## config.mk

```make
export PLATFORM = sky130hd
export DESIGN_NAME = mackerel_bus_controller_flat
export DESIGN_NICKNAME = d
export VERILOG_FILES = /design/src/rtl/mackerel_bus_controller_if.sv /design/src/rtl/mackerel_bus_controller.sv /design/src/flat_wrapper.sv
export SDC_FILE = /design/constraint.sdc
export NUM_CORES = 1
export LEC_CHECK = 0
export CAP_MARGIN = 20
export CORE_MARGIN = 1
export CORE_UTILIZATION = 50
export CTS_CLUSTER_DIAMETER = 60
export DETAILED_ROUTE_END_ITERATION = 7
export GPL_TIMING_DRIVEN = 0
export PLACE_DENSITY_LB_ADDON = 0.12
export REMOVE_ABC_BUFFERS = 1
export SETUP_SLACK_MARGIN = 0.05
export SLEW_MARGIN = 20
export SYNTH_ARGS = -nofsm -noshare
export SYNTH_HDL_FRONTEND = slang
export SYNTH_SLANG_ARGS = --single-unit
export TNS_END_PERCENT = 50
```

## constraint.sdc

```tcl
create_clock -name CLK -period 4.7 [get_ports CLK]
set_clock_uncertainty 0.05 [all_clocks]
set_input_delay 0.94 -clock CLK [delete_from_list [all_inputs] [get_ports CLK]]
set_output_delay 0.94 -clock CLK [all_outputs]
set_load 0.005 [all_outputs]
```

## src/rtl/mackerel_bus_controller_if.sv

```systemverilog
// CPU-side bus bundle for the Mackerel 68000 bus controller.
// The master side is the CPU/MFP stimulus; the slave side is the controller.
interface mackerel_bus_controller_if #(
  parameter int unsigned NUM_RAM = 4
) ();
  logic [6:0]         ADDR;
  logic [2:0]         ALO;
  logic [2:0]         FC;
  logic               AS;
  logic               DTACK_MFP;
  logic               ROMEN;
  logic               MFPEN;
  logic               USBEN;
  logic               SEREN;
  logic [NUM_RAM-1:0] RAMEN;
  logic               DTACK;
  logic               BERR;
  logic               VPA;
  logic               IACK;
  logic               BOOT;
  logic               CLK_SLOW;

  modport master (
    output ADDR, ALO, FC, AS, DTACK_MFP,
    input  ROMEN, MFPEN, USBEN, SEREN, RAMEN, DTACK, BERR, VPA, IACK, BOOT, CLK_SLOW
  );

  modport slave (
    input  ADDR, ALO, FC, AS, DTACK_MFP,
    output ROMEN, MFPEN, USBEN, SEREN, RAMEN, DTACK, BERR, VPA, IACK, BOOT, CLK_SLOW
  );
endinterface

```

## src/rtl/mackerel_bus_controller.sv

```systemverilog
// 68000 bus controller: address decode, wait-state DTACK, bus-error watchdog,
// interrupt-acknowledge steering with autovector fallback and a boot ROM overlay.
module mackerel_bus_controller #(
  parameter int unsigned NUM_RAM      = 4,
  parameter int unsigned BOOT_CYCLES  = 8,
  parameter int unsigned ROM_WS       = 2,
  parameter int unsigned RAM_WS       = 0,
  parameter int unsigned IO_WS        = 4,
  parameter int unsigned BERR_TIMEOUT = 64,
  parameter logic [2:0]  MFP_IPL      = 3'd5,
  parameter int unsigned CLK_DIV      = 2
) (
  input logic                      CLK,
  input logic                      RST,
  mackerel_bus_controller_if.slave bus
);

  localparam int unsigned WsW  = 8;
  localparam int unsigned TmrW = $clog2(BERR_TIMEOUT) + 1;
  localparam int unsigned BcW  = $clog2(BOOT_CYCLES + 1);
  localparam int unsigned Half = CLK_DIV / 2;
  localparam int unsigned DivW = (Half > 1) ? $clog2(Half) : 1;

  typedef enum logic [1:0] {StIdle, StWait, StAck, StErr} state_e;
  typedef enum logic [2:0] {RgNone, RgRom, RgRam, RgMfp, RgIo, RgAuto} region_e;

  state_e             state_q;
  region_e            region_q, region;
  logic [WsW-1:0]     wait_q, ws_sel;
  logic [TmrW-1:0]    timer_q;
  logic               dtack_q, berr_q, vpa_q;
  logic               boot_q, as_q;
  logic [BcW-1:0]     boot_cnt_q;
  logic [DivW-1:0]    div_q;
  logic               slow_q;
  logic [NUM_RAM-1:0] ram_en_n;

  logic       as_act, iack_cyc, cpu_sel, lvl_mfp, ack_ready;
  logic       rom_hit, mfp_hit, usb_hit, ser_hit, ram_hit;
  logic [1:0] bank;

  assign iack_cyc = (bus.FC == 3'b111);
  assign lvl_mfp  = (bus.ALO == MFP_IPL);
  assign as_act   = ~bus.AS & RST;
  assign cpu_sel  = as_act & ~iack_cyc;
  assign bank     = bus.ADDR[5:4];

  // While the overlay is active every address lands in ROM and nothing else decodes.
  assign rom_hit = ~boot_q | (bus.ADDR == 7'h7F);
  assign mfp_hit = boot_q & (bus.ADDR == 7'h7E);
  assign usb_hit = boot_q & (bus.ADDR == 7'h7D);
  assign ser_hit = boot_q & (bus.ADDR == 7'h7C);
  assign ram_hit = boot_q & ~bus.ADDR[6] & ({30'd0, bank} < NUM_RAM);

  assign bus.ROMEN = ~(cpu_sel & rom_hit);
  assign bus.MFPEN = ~(as_act & ((~iack_cyc & mfp_hit) | (iack_cyc & lvl_mfp)));
  assign bus.USBEN = ~(cpu_sel & usb_hit);
  assign bus.SEREN = ~(cpu_sel & ser_hit);
  assign bus.RAMEN = ram_en_n;
  assign bus.IACK  = ~(iack_cyc & RST);

  always_comb begin
    ram_en_n = '1;
    for (int unsigned i = 0; i < NUM_RAM; i++) begin
      if (cpu_sel && ram_hit && (bank == 2'(i))) ram_en_n[i] = 1'b0;
    end
  end

  always_comb begin
    region = RgNone;
    if (iack_cyc)     region = lvl_mfp ? RgMfp : RgAuto;
    else if (rom_hit) region = RgRom;
    else if (mfp_hit) region = RgMfp;
    else if (usb_hit || ser_hit) region = RgIo;
    else if (ram_hit) region = RgRam;
  end

  always_comb begin
    ws_sel = '0;
    case (region)
      RgRom:   ws_sel = WsW'(ROM_WS);
      RgRam:   ws_sel = WsW'(RAM_WS);
      RgIo:    ws_sel = WsW'(IO_WS);
      default: ws_sel = '0;
    endcase
  end

  always_comb begin
    ack_ready = 1'b0;
    case (region_q)
      RgRom, RgRam, RgIo: ack_ready = (wait_q == '0);
      RgMfp:              ack_ready = ~bus.DTACK_MFP;
      RgAuto:             ack_ready = 1'b1;
      default:            ack_ready = 1'b0;
    endcase
  end

  // Cycle FSM; the strobes are registered so only one can ever be low.
  always_ff @(posedge CLK or negedge RST) begin
    if (!RST) begin
      state_q  <= StIdle;
      region_q <= RgNone;
      wait_q   <= '0;
      timer_q  <= '0;
      dtack_q  <= 1'b1;
      berr_q   <= 1'b1;
      vpa_q    <= 1'b1;
    end else begin
      case (state_q)
        StIdle: begin
          if (!bus.AS) begin
            region_q <= region;
            wait_q   <= ws_sel;
            timer_q  <= '0;
            state_q  <= StWait;
          end
        end
        StWait: begin
          if (bus.AS) begin
            state_q <= StIdle;
          end else if (ack_ready) begin
            state_q <= StAck;
            if (region_q == RgAuto) vpa_q <= 1'b0;
            else                    dtack_q <= 1'b0;
          end else if (timer_q == TmrW'(BERR_TIMEOUT - 1)) begin
            state_q <= StErr;
            berr_q  <= 1'b0;
          end else begin
            timer_q <= timer_q + TmrW'(1);
            if (wait_q != '0) wait_q <= wait_q - WsW'(1);
          end
        end
        StAck, StErr: begin
          if (bus.AS) begin
            state_q <= StIdle;
            dtack_q <= 1'b1;
            berr_q  <= 1'b1;
            vpa_q   <= 1'b1;
          end
        end
        default: state_q <= StIdle;
      endcase
    end
  end

  // A bus cycle completes on the first edge that samples AS high after it was low.
  always_ff @(posedge CLK or negedge RST) begin
    if (!RST) begin
      as_q       <= 1'b1;
      boot_cnt_q <= '0;
      boot_q     <= 1'b0;
    end else begin
      as_q <= bus.AS;
      if (bus.AS && !as_q && !boot_q) begin
        boot_cnt_q <= boot_cnt_q + BcW'(1);
        if (boot_cnt_q == BcW'(BOOT_CYCLES - 1)) boot_q <= 1'b1;
      end
    end
  end

  always_ff @(posedge CLK or negedge RST) begin
    if (!RST) begin
      div_q  <= '0;
      slow_q <= 1'b0;
    end else if (div_q == DivW'(Half - 1)) begin
      div_q  <= '0;
      slow_q <= ~slow_q;
    end else begin
      div_q <= div_q + DivW'(1);
    end
  end

  assign bus.DTACK    = dtack_q;
  assign bus.BERR     = berr_q;
  assign bus.VPA      = vpa_q;
  assign bus.BOOT     = boot_q;
  assign bus.CLK_SLOW = slow_q;

endmodule

```

## src/flat_wrapper.sv

```systemverilog
// flat-port wrapper written by rule: the top's interface ports become plain ports
module mackerel_bus_controller_flat 
#(
  parameter int unsigned NUM_RAM      = 4,
  parameter int unsigned BOOT_CYCLES  = 8,
  parameter int unsigned ROM_WS       = 2,
  parameter int unsigned RAM_WS       = 0,
  parameter int unsigned IO_WS        = 4,
  parameter int unsigned BERR_TIMEOUT = 64,
  parameter logic [2:0]  MFP_IPL      = 3'd5,
  parameter int unsigned CLK_DIV      = 2
)
  (CLK, RST, bus_ADDR, bus_ALO, bus_FC, bus_AS, bus_DTACK_MFP, bus_ROMEN, bus_MFPEN, bus_USBEN, bus_SEREN, bus_RAMEN, bus_DTACK, bus_BERR, bus_VPA, bus_IACK, bus_BOOT, bus_CLK_SLOW);
  mackerel_bus_controller_if #(.NUM_RAM(NUM_RAM)) bus_i ();
  input logic CLK;
  input logic RST;
  input wire logic [$bits(bus_i.ADDR)-1:0] bus_ADDR;
  input wire logic [$bits(bus_i.ALO)-1:0] bus_ALO;
  input wire logic [$bits(bus_i.FC)-1:0] bus_FC;
  input wire logic [$bits(bus_i.AS)-1:0] bus_AS;
  input wire logic [$bits(bus_i.DTACK_MFP)-1:0] bus_DTACK_MFP;
  output wire logic [$bits(bus_i.ROMEN)-1:0] bus_ROMEN;
  output wire logic [$bits(bus_i.MFPEN)-1:0] bus_MFPEN;
  output wire logic [$bits(bus_i.USBEN)-1:0] bus_USBEN;
  output wire logic [$bits(bus_i.SEREN)-1:0] bus_SEREN;
  output wire logic [$bits(bus_i.RAMEN)-1:0] bus_RAMEN;
  output wire logic [$bits(bus_i.DTACK)-1:0] bus_DTACK;
  output wire logic [$bits(bus_i.BERR)-1:0] bus_BERR;
  output wire logic [$bits(bus_i.VPA)-1:0] bus_VPA;
  output wire logic [$bits(bus_i.IACK)-1:0] bus_IACK;
  output wire logic [$bits(bus_i.BOOT)-1:0] bus_BOOT;
  output wire logic [$bits(bus_i.CLK_SLOW)-1:0] bus_CLK_SLOW;
  assign bus_i.ADDR = bus_ADDR;
  assign bus_i.ALO = bus_ALO;
  assign bus_i.FC = bus_FC;
  assign bus_i.AS = bus_AS;
  assign bus_i.DTACK_MFP = bus_DTACK_MFP;
  assign bus_ROMEN = bus_i.ROMEN;
  assign bus_MFPEN = bus_i.MFPEN;
  assign bus_USBEN = bus_i.USBEN;
  assign bus_SEREN = bus_i.SEREN;
  assign bus_RAMEN = bus_i.RAMEN;
  assign bus_DTACK = bus_i.DTACK;
  assign bus_BERR = bus_i.BERR;
  assign bus_VPA = bus_i.VPA;
  assign bus_IACK = bus_i.IACK;
  assign bus_BOOT = bus_i.BOOT;
  assign bus_CLK_SLOW = bus_i.CLK_SLOW;
  mackerel_bus_controller #(.NUM_RAM(NUM_RAM), .BOOT_CYCLES(BOOT_CYCLES), .ROM_WS(ROM_WS), .RAM_WS(RAM_WS), .IO_WS(IO_WS), .BERR_TIMEOUT(BERR_TIMEOUT), .MFP_IPL(MFP_IPL), .CLK_DIV(CLK_DIV)) u_core (.CLK(CLK), .RST(RST), .bus(bus_i));
endmodule
```

; After elaboration in Yosys (flattened, before gate mapping)
; Index checks and enable logic that the tools add are counted.
[word_totals]
reg_bits = 31
input_bits = 17
output_inout_bits = 14
elab_cells = 143
[classes]
n_addsub = 4
n_eq_ne = 32
n_mux = 43
bitwise = 26
n_reduce_logical = 26
[op_table]
columns = op, count
row1 = $mux W8, 5
row2 = $eq A7 B7 Y1 const B, 4
row3 = $mux W7, 4
row4 = $reduce_and A5 Y1, 4
row5 = $pmux W8 S2, 1
row6 = $eq A3 B3 Y1 const B, 5
row7 = $mux W1, 15
row8 = $mux W3, 5
row9 = $pmux W7 S2, 1
row10 = $and A1 B1 Y1, 13
row11 = $mux W2, 6
row12 = $ne A2 B2 Y1 const B, 6
row13 = $not A1 Y1, 11
row14 = $eq A2 B2 Y1 const B, 4
row15 = $logic_not A8 Y1, 1
row16 = $ne A2 B1 Y1 const B, 4
row17 = $reduce_bool A8 Y1, 1
row18 = $sub A8 B1 Y8 const B, 1
row19 = $add A7 B1 Y7 const B, 1
row20 = $eq A7 B6 Y1 const B, 1
row21 = $logic_and A1 B1 Y1, 7
row22 = $eq A3 B1 Y1 const B, 2
row23 = $eq A3 B2 Y1 const B, 2
row24 = $pmux W1 S2, 3
row25 = other kinds (18), 24

; Longest topological paths before layout
; Gate-level depths: netlist (run 1).
[logic_depth]
depth_word = 11
mapped_depth = 8
depth_no_buf = 7

; Worst setup path before layout (run 1)
; Ideal clock, no wire load.
[synth_timing]
kind = input to output
from = input bus_FC[1]
to = output bus_RAMEN[0]
t_arrival_ns = 1.991
required_ns = 3.710
slack_ns = 1.719
stages = 4
n_path_buf = 0
path_cell_list = nand3_1 -> nand2_1 -> nor3b_1 -> or3b_2
[synth_via]
elab_chain_len = 6
[synth_lines]
columns = item, line_no
row1 = "start, declared", flat_wrapper.sv:19  ; input wire logic [$bits(bus_i.FC)-1:0] bus_FC;
row2 = $eq A3 B3 Y1, mackerel_bus_controller.sv:42  ; assign iack_cyc = (bus.FC == 3'b111);
row3 = $not A1 Y1, mackerel_bus_controller.sv:45  ; assign cpu_sel = as_act & ~iack_cyc;
row4 = $and A1 B1 Y1, mackerel_bus_controller.sv:45
row5 = $logic_and A1 B1 Y1 (2 in a row), mackerel_bus_controller.sv:65  ; if (cpu_sel && ram_hit && (bank == 2'(i))) ram_en_n[i] = 1'b0;
row6 = $mux W1, mackerel_bus_controller.sv:65
row7 = "end, declared", flat_wrapper.sv:26  ; output wire logic [$bits(bus_i.RAMEN)-1:0] bus_RAMEN;
; Every way passes these cells.

; Worst setup path in the final report (run 1)
[layout_timing]
from = input bus_AS
to = output bus_RAMEN[0]
[layout_via]
elab_chain_len = 6
[layout_lines]
columns = item, line_no
row1 = "start, declared", flat_wrapper.sv:20  ; input wire logic [$bits(bus_i.AS)-1:0] bus_AS;
row2 = $not A1 Y1 (no source line), --
row3 = $and A1 B1 Y1, mackerel_bus_controller.sv:44  ; assign as_act = ~bus.AS & RST;
row4 = $and A1 B1 Y1, mackerel_bus_controller.sv:45
row5 = $logic_and A1 B1 Y1 (2 in a row), mackerel_bus_controller.sv:65
row6 = $mux W1, mackerel_bus_controller.sv:65
; Every way passes these cells.

==> flow_metrics.py, run 1 <==
metrics = {
    "power_and_ir_drop": {
        "ir_worst_vdd_v": 0.000279,
        "p_leak_nw": 0.928,
        "power_mw": 1.30,
        "power.density_nw_per_um2": 570,
    },
    "clock_tree": {
        "htreeDepth": 2,
        "clock_latency_ns": 0.29,
        "path_clk_slew_ns": 0.07,
        "cts_tree": "built",
        "cts_setup_buffers": 0,
        "clk_path_buf_depth": 2,
        "root_buffer": "clkbuf_8",
        "cts_buffers": 5,
        "cts_sinks": 30,
        "cts_resized": 0,
        "ctsHoldBuffers": 0,
    },
    "finish": {
        "final_net_count": 244,
        "seq_area_sq_um": 756,
        "multiInputGateArea_sq_um": 1020,
        "stdcell_area_sq_um": 2280,
        "area_growth_pct": 23.4,
        "n_antenna_cell": 0,
        "fill_cells": 275,
        "post_route_cells_drive_above_1_share_pct": 17.3,
    },
    "timing": {
        "slew_viol_final": 0,
        "worst_pin_slew_ns": 0.700,
        "finalCriticalPeriod_ns": 4.38,
        "hold_viol_final": 0,
        "fmax_mhz": 228,
        "period_share_pct": 93.2,
        "rsz0062_at_grt": "false",
        "setup_tns_ns": 0,
        "relSlewSlack_pct": 52.9,
        "setup_viol": 0,
    },
    "synthesis": {
        "synth_cells": 192,
        "yosys_warnings": 0,
        "synth_flop_cell": "dfrtp_1",
        "async_reset_ff_share_pct": 100,
        "synth_area_leaders": "dfrtp_1, dfstp_2, nand3_1",
        "synth_area_leader_cell": "dfrtp_1",
        "ys_types": 56,
        "avgSynthCellArea_sq_um": 9.64,
        "yosysTopAreaCellShare_pct": 35.2,
        "synth-edff-count": 0,
        "ys_ff_latch": 30,
        "ys_seq_area_share_pct": 40.8,
        "synthesis.area_sq_um": 1850,
    },
    "place": {
        "gp_congestion": 0.888,
        "hpwl_mm": 2.99,
        "postPlaceCellArea_sq_um": 2170,
        "portBuffers": 30,
    },
    "outcome": {
        "outcome": "completed",
    },
    "global_routing": {
        "grt_use_total_pct": 24.2,
        "grt_max_degree": 33,
        "grt_pass1_vias": 1626,
        "grt-ovfl-total": 0,
        "antenna_found_initial": 0,
        "grt_first_pass_wirelength_mm": 7.56,
    },
    "setup_path": {
        "path_max_fanout": 13,
        "crit_required_ns": 3.71,
        "end_kind": "primary output",
        "crit_arrival_ns": 3.39,
        "startpoint_type": "input pin",
        "worstSetupPathType": "in -> out",
    },
    "drt": {
        "vias_per_cell": 5.93,
        "drt_iter0_drc": 123,
        "vias": 1606,
        "routed_wl_mm": 4.21,
        "wl_per_cell_microns": 15.5,
        "post-route-drc-count": 0,
        "drtAntennaViolNets": 0,
        "dr.pass1.iters": 4,
    },
    "floorplan": {
        "ioPinCount": 31,
        "core_sq_um": 3440,
        "rows": 21,
        "initial_core_util_pct": 53.8,
        "die_h_microns": 62.8,
        "fp.dieArea_sq_um": 3950,
        "die_width_microns": 62.8,
    },
    "worst_hold_path": {
        "min_path_type": "reg -> reg",
    },
    "job": {
        "max-cap-violations": 0,
    },
}
[flip-flops by register name, indices dropped and copies added (netlist names), 2 cells and up]
| signal | flops |
|---|---|
| u_core.region_q | 3 |
| u_core.wait_q | 8 |
| u_core.timer_q | 7 |
| u_core.state_q | 2 |
| u_core.boot_cnt_q | 4 |
[worst paths after layout]
| kind | end | slack [ns] | cells after the start | from |
|---|---|---|---|---|
| max | bus_RAMEN[0] | 0.32 | 5 | bus_AS |
| min | u_core.bus.CLK_SLOW | 0.38 | 1 | u_core.bus.CLK_SLOW |
| max reg2reg | u_core.timer_q[0] | 2.32 | 5 | u_core.wait_q[3] |
| min reg2reg | u_core.bus.CLK_SLOW | 0.38 | 1 | u_core.bus.CLK_SLOW |
| max in group asynchronous | u_core.timer_q[5] | 3.51 | 1 | RST |
| min in group asynchronous | u_core.timer_q[4] | 0.64 | 1 | RST |
[metal layers]
metal / up-vias / part of all wire [%] / track usage, %
li1: 788 / - / -
met1: 772 / 43 / 29.9
met2: 40 / 51 / 42.9
met3: 6 / 4.4 / 4.74
met4: 0 / 0.83 / 6.10
met5: - / 0 / 0
[per-stage QoR]
step                instances  utilization [%]  hold slack, ns  worst slack [ns]
finish                    271             66.3           0.376             0.318
CTS                       271             66.3           0.380             0.307
detailed placement        263             63.2           0.370             0.340
floorplan                 186                -           0.367              1.72
global placement          262             63.0           0.354            -0.409
global route              271             66.3           0.397             0.134
[cells in the mapped netlist (3+ instances only)]
cell,instances
or4_2,6
a21oi_2,3
nor3_1,3
nand2_1,12
o31ai_1,5
a21oi_1,11
inv_1,11
dfrtp_1,26
ha_1,3
o211ai_1,3
a31oi_1,4
clkbuf_1,4
dfstp_2,4
nor2b_1,5
o21ai_0,8
nand3_1,17
nor2_1,11
o41ai_1,3
[power breakdown]
part	leakage [nW]	internal (mW)	total (mW)	switching, mW
sequential	0.373	0.357	0.479	0.121
clock	0.0579	0.156	0.261	0.105
combinational	0.497	0.262	0.563	0.301
[cells in the final DEF, fill, tap and decap left out, types with 4 or more instances in the layout]
cell type / instances
nand2_1: 12
clkbuf_8: 5
dfrtp_1: 26
nor2b_1: 5
inv_1: 11
a21oi_1: 11
a31oi_1: 4
nand3_1: 17
dfstp_2: 4
clkdlybuf4s50_1: 29
nor2_1: 11
or4_2: 6
o21ai_0: 8
o31ai_1: 5
[critical path, stage by stage]
cell and delay, ns:
clkdlybuf4s50_1 0.71, nor2b_1 0.39, nor3b_1 0.41, or3b_2 0.48, clkdlybuf4s50_1 0.46
[cell families (layout without fill, tap and decap cells)]
family | count (synthesis) | count (layout) | synth area share (%)
adders and majority gates | 3 | 3 | 2.03
AOI/OAI and AO/OA | 51 | 51 | 20.5
DFF | 30 | 30 | 40.8
and+or+nand+nor | 84 | 84 | 28.5
xor gates and xnor gates | 3 | 3 | 1.42
muxes | 4 | 4 | 2.30
buffers and inverters | 17 | 50 | 4.46
[final cells by class]
type	instances	area share, %
multi-input combinational	145	44.5
sequential	30	33.1
timing repair buffer	31	13.3
clock buffer	5	3.01
tap	46	2.52
inverter	11	1.81
clock inverter	3	1.75
Note: power is estimated with default switching activity, not from simulation.
==> run 2, diff against run 1 <==
--- a/config.mk
+++ b/config.mk
@@ -11,7 +11,7 @@
 export CTS_CLUSTER_DIAMETER = 60
 export DETAILED_ROUTE_END_ITERATION = 7
 export GPL_TIMING_DRIVEN = 0
-export PLACE_DENSITY_LB_ADDON = 0.12
+export PLACE_DENSITY = 0.76
 export REMOVE_ABC_BUFFERS = 1
 export SETUP_SLACK_MARGIN = 0.05
 export SLEW_MARGIN = 20
==> flow_metrics.py, run 2 (synthesis gave the netlist of run 1 again) <==
metrics = {
    "power_and_ir_drop": {
        "seqPwrFrac_pct": 34.9,
        "power.density_nw_per_um2": 590,
        "ir_worst_vdd_v": 0.000283,
        "netSwitchingPower_mw": 0.522,
        "internal-power_mw": 0.846,
        "p_leak_nw": 0.942,
        "switching_share_pct": 38.2,
        "power_mw": 1.37,
        "p_comb_share_pct": 41.2,
        "pwr-share-clk_pct": 23.9,
    },
    "clock_tree": {
        "cts_resized": 0,
        "clk_path_buf_depth": 2,
        "cts_tree": "built",
        "cts_sinks": 30,
        "path_clk_slew_ns": 0.07,
        "clock_latency_ns": 0.28,
        "cts_buffers": 5,
        "ctsHoldBuffers": 0,
        "cts_setup_buffers": 0,
        "root_buffer": "clkbuf_8",
        "htreeDepth": 2,
    },
    "finish": {
        "post_route_cells_drive_above_1_share_pct": 17.3,
        "final_net_count": 244,
        "area_growth_pct": 25.2,
        "finish.utilization_pct": 67.3,
        "largest_register_ffs": 8,
        "mostFrequentLayoutCells": "clkdlybuf4s50_1, dfrtp_1, nand3_1",
        "mostFrequentLayoutCell": "clkdlybuf4s50_1",
        "largestRegisters": "u_core.wait_q: 8 flops, u_core.timer_q: 7 flops, u_core.boot_cnt_q: 4 flops",
        "fill_cells": 267,
        "n_antenna_cell": 0,
        "largest_register": "u_core.wait_q",
    },
    "timing": {
        "rsz0062_at_grt": "false",
        "fmax_mhz": 228,
        "period_share_pct": 93.3,
        "finalCriticalPeriod_ns": 4.39,
        "relSlewSlack_pct": 54.4,
        "setup_viol": 0,
        "worst_pin_slew_ns": 0.678,
        "hold_viol_final": 0,
        "slew_viol_final": 0,
    },
    "drt": {
        "routed_wl_mm": 4.08,
        "dr.pass1.iters": 4,
        "drt_iter0_drc": 127,
        "wl_per_cell_microns": 15.1,
        "drtAntennaViolNets": 0,
        "vias_per_cell": 5.98,
        "post-route-drc-count": 0,
        "vias": 1621,
    },
    "global_routing": {
        "grt_max_degree": 33,
        "grt_pass1_vias": 1659,
        "antenna_found_initial": 0,
        "grt-ovfl-total": 0,
        "grt_use_total_pct": 23.1,
        "grt_first_pass_wirelength_mm": 7.15,
    },
    "place": {
        "gp_congestion": 0.850,
        "hpwl_mm": 3.00,
        "portBuffers": 30,
    },
    "floorplan": {
        "fp.dieArea_sq_um": 3950,
        "initial_core_util_pct": 53.8,
        "die_h_microns": 62.8,
        "ioPinCount": 31,
        "rows": 21,
        "core_sq_um": 3440,
        "die_width_microns": 62.8,
    },
    "setup_path": {
        "worstSetupPathType": "in -> out",
        "end_kind": "primary output",
        "startpoint_type": "input pin",
        "crit_required_ns": 3.71,
        "path_max_fanout": 13,
        "crit_arrival_ns": 3.40,
    },
    "job": {
        "max-cap-violations": 0,
    },
    "outcome": {
        "outcome": "completed",
    },
    "worst_hold_path": {
        "min_path_type": "reg -> reg",
    },
}
==> run 2: cell types whose count changed in the layout (fill, tap and decap cells not counted), sizes merged <==
cell | before | now
clkinv | 2 | 0
clkbuf | 5 | 6
bufinv | 1 | 2
==> run 2: final cells by class <==
type	count	area, sq um	area share, %
clock inverter	2	60.1	2.59
timing repair buffer	31	303	13.1
sequential	30	756	32.6
inverter	11	41.3	1.78
multi-input combinational	145	1020	43.9
clock buffer	6	82.6	3.56
tap	46	57.6	2.48
==> run 2: per-layer routing <==
layer	GRT usage [%]	share of wire [%]
met5	0	0
met4	8.43	1.2
met3	5.29	4.7
met2	40.5	49
met1	27.4	45
==> run 2: worst paths after layout <==
| kind | from | to | slack (ns) | depth (start not counted) |
|---|---|---|---|---|
| worst min-delay path | u_core.bus.CLK_SLOW | u_core.bus.CLK_SLOW | 0.38 | 1 |
| worst min register to register | u_core.bus.CLK_SLOW | u_core.bus.CLK_SLOW | 0.38 | 1 |
| worst max register to register | u_core.wait_q[3] | u_core.timer_q[0] | 2.26 | 5 |
| max in group asynchronous | RST | u_core.wait_q[5] | 3.50 | 1 |
| worst max-delay path | bus_AS | bus_RAMEN[0] | 0.31 | 5 |
| min in group asynchronous | RST | u_core.wait_q[3] | 0.65 | 1 |
==> run 2: worst max-delay path, stage by stage <==
cell and delay [ns]:
clkdlybuf4s50_1 0.67, nor2b_1 0.38, nor3b_1 0.44, or3b_2 0.49, clkdlybuf4s50_1 0.47
==> run 2: power by group through the flow <==
stage | sequential (mW) | combinational [mW] | clock (mW)
3_5_place_dp | 0.479 | 0.561 | 0
2_1_floorplan | 0.451 | 0.410 | 0
5_1_grt | 0.495 | 0.623 | 0.342
6_report | 0.478 | 0.564 | 0.326
4_1_cts | 0.476 | 0.565 | 0.333
3_3_place_gp | 0.474 | 0.535 | 0
==> run 2: per-stage QoR <==
step                setup WS, ns  setup TNS [ns]  cells  area, sq um  hold WS [ns]
finish                     0.314               0    271         2320         0.376
global route               0.175               0    271         2320         0.403
CTS                        0.314               0    271         2320         0.383
detailed placement         0.322               0    263         2170         0.373
global placement          -0.417          -0.629    262         2170         0.354
floorplan                   1.72               0    186         1810         0.367
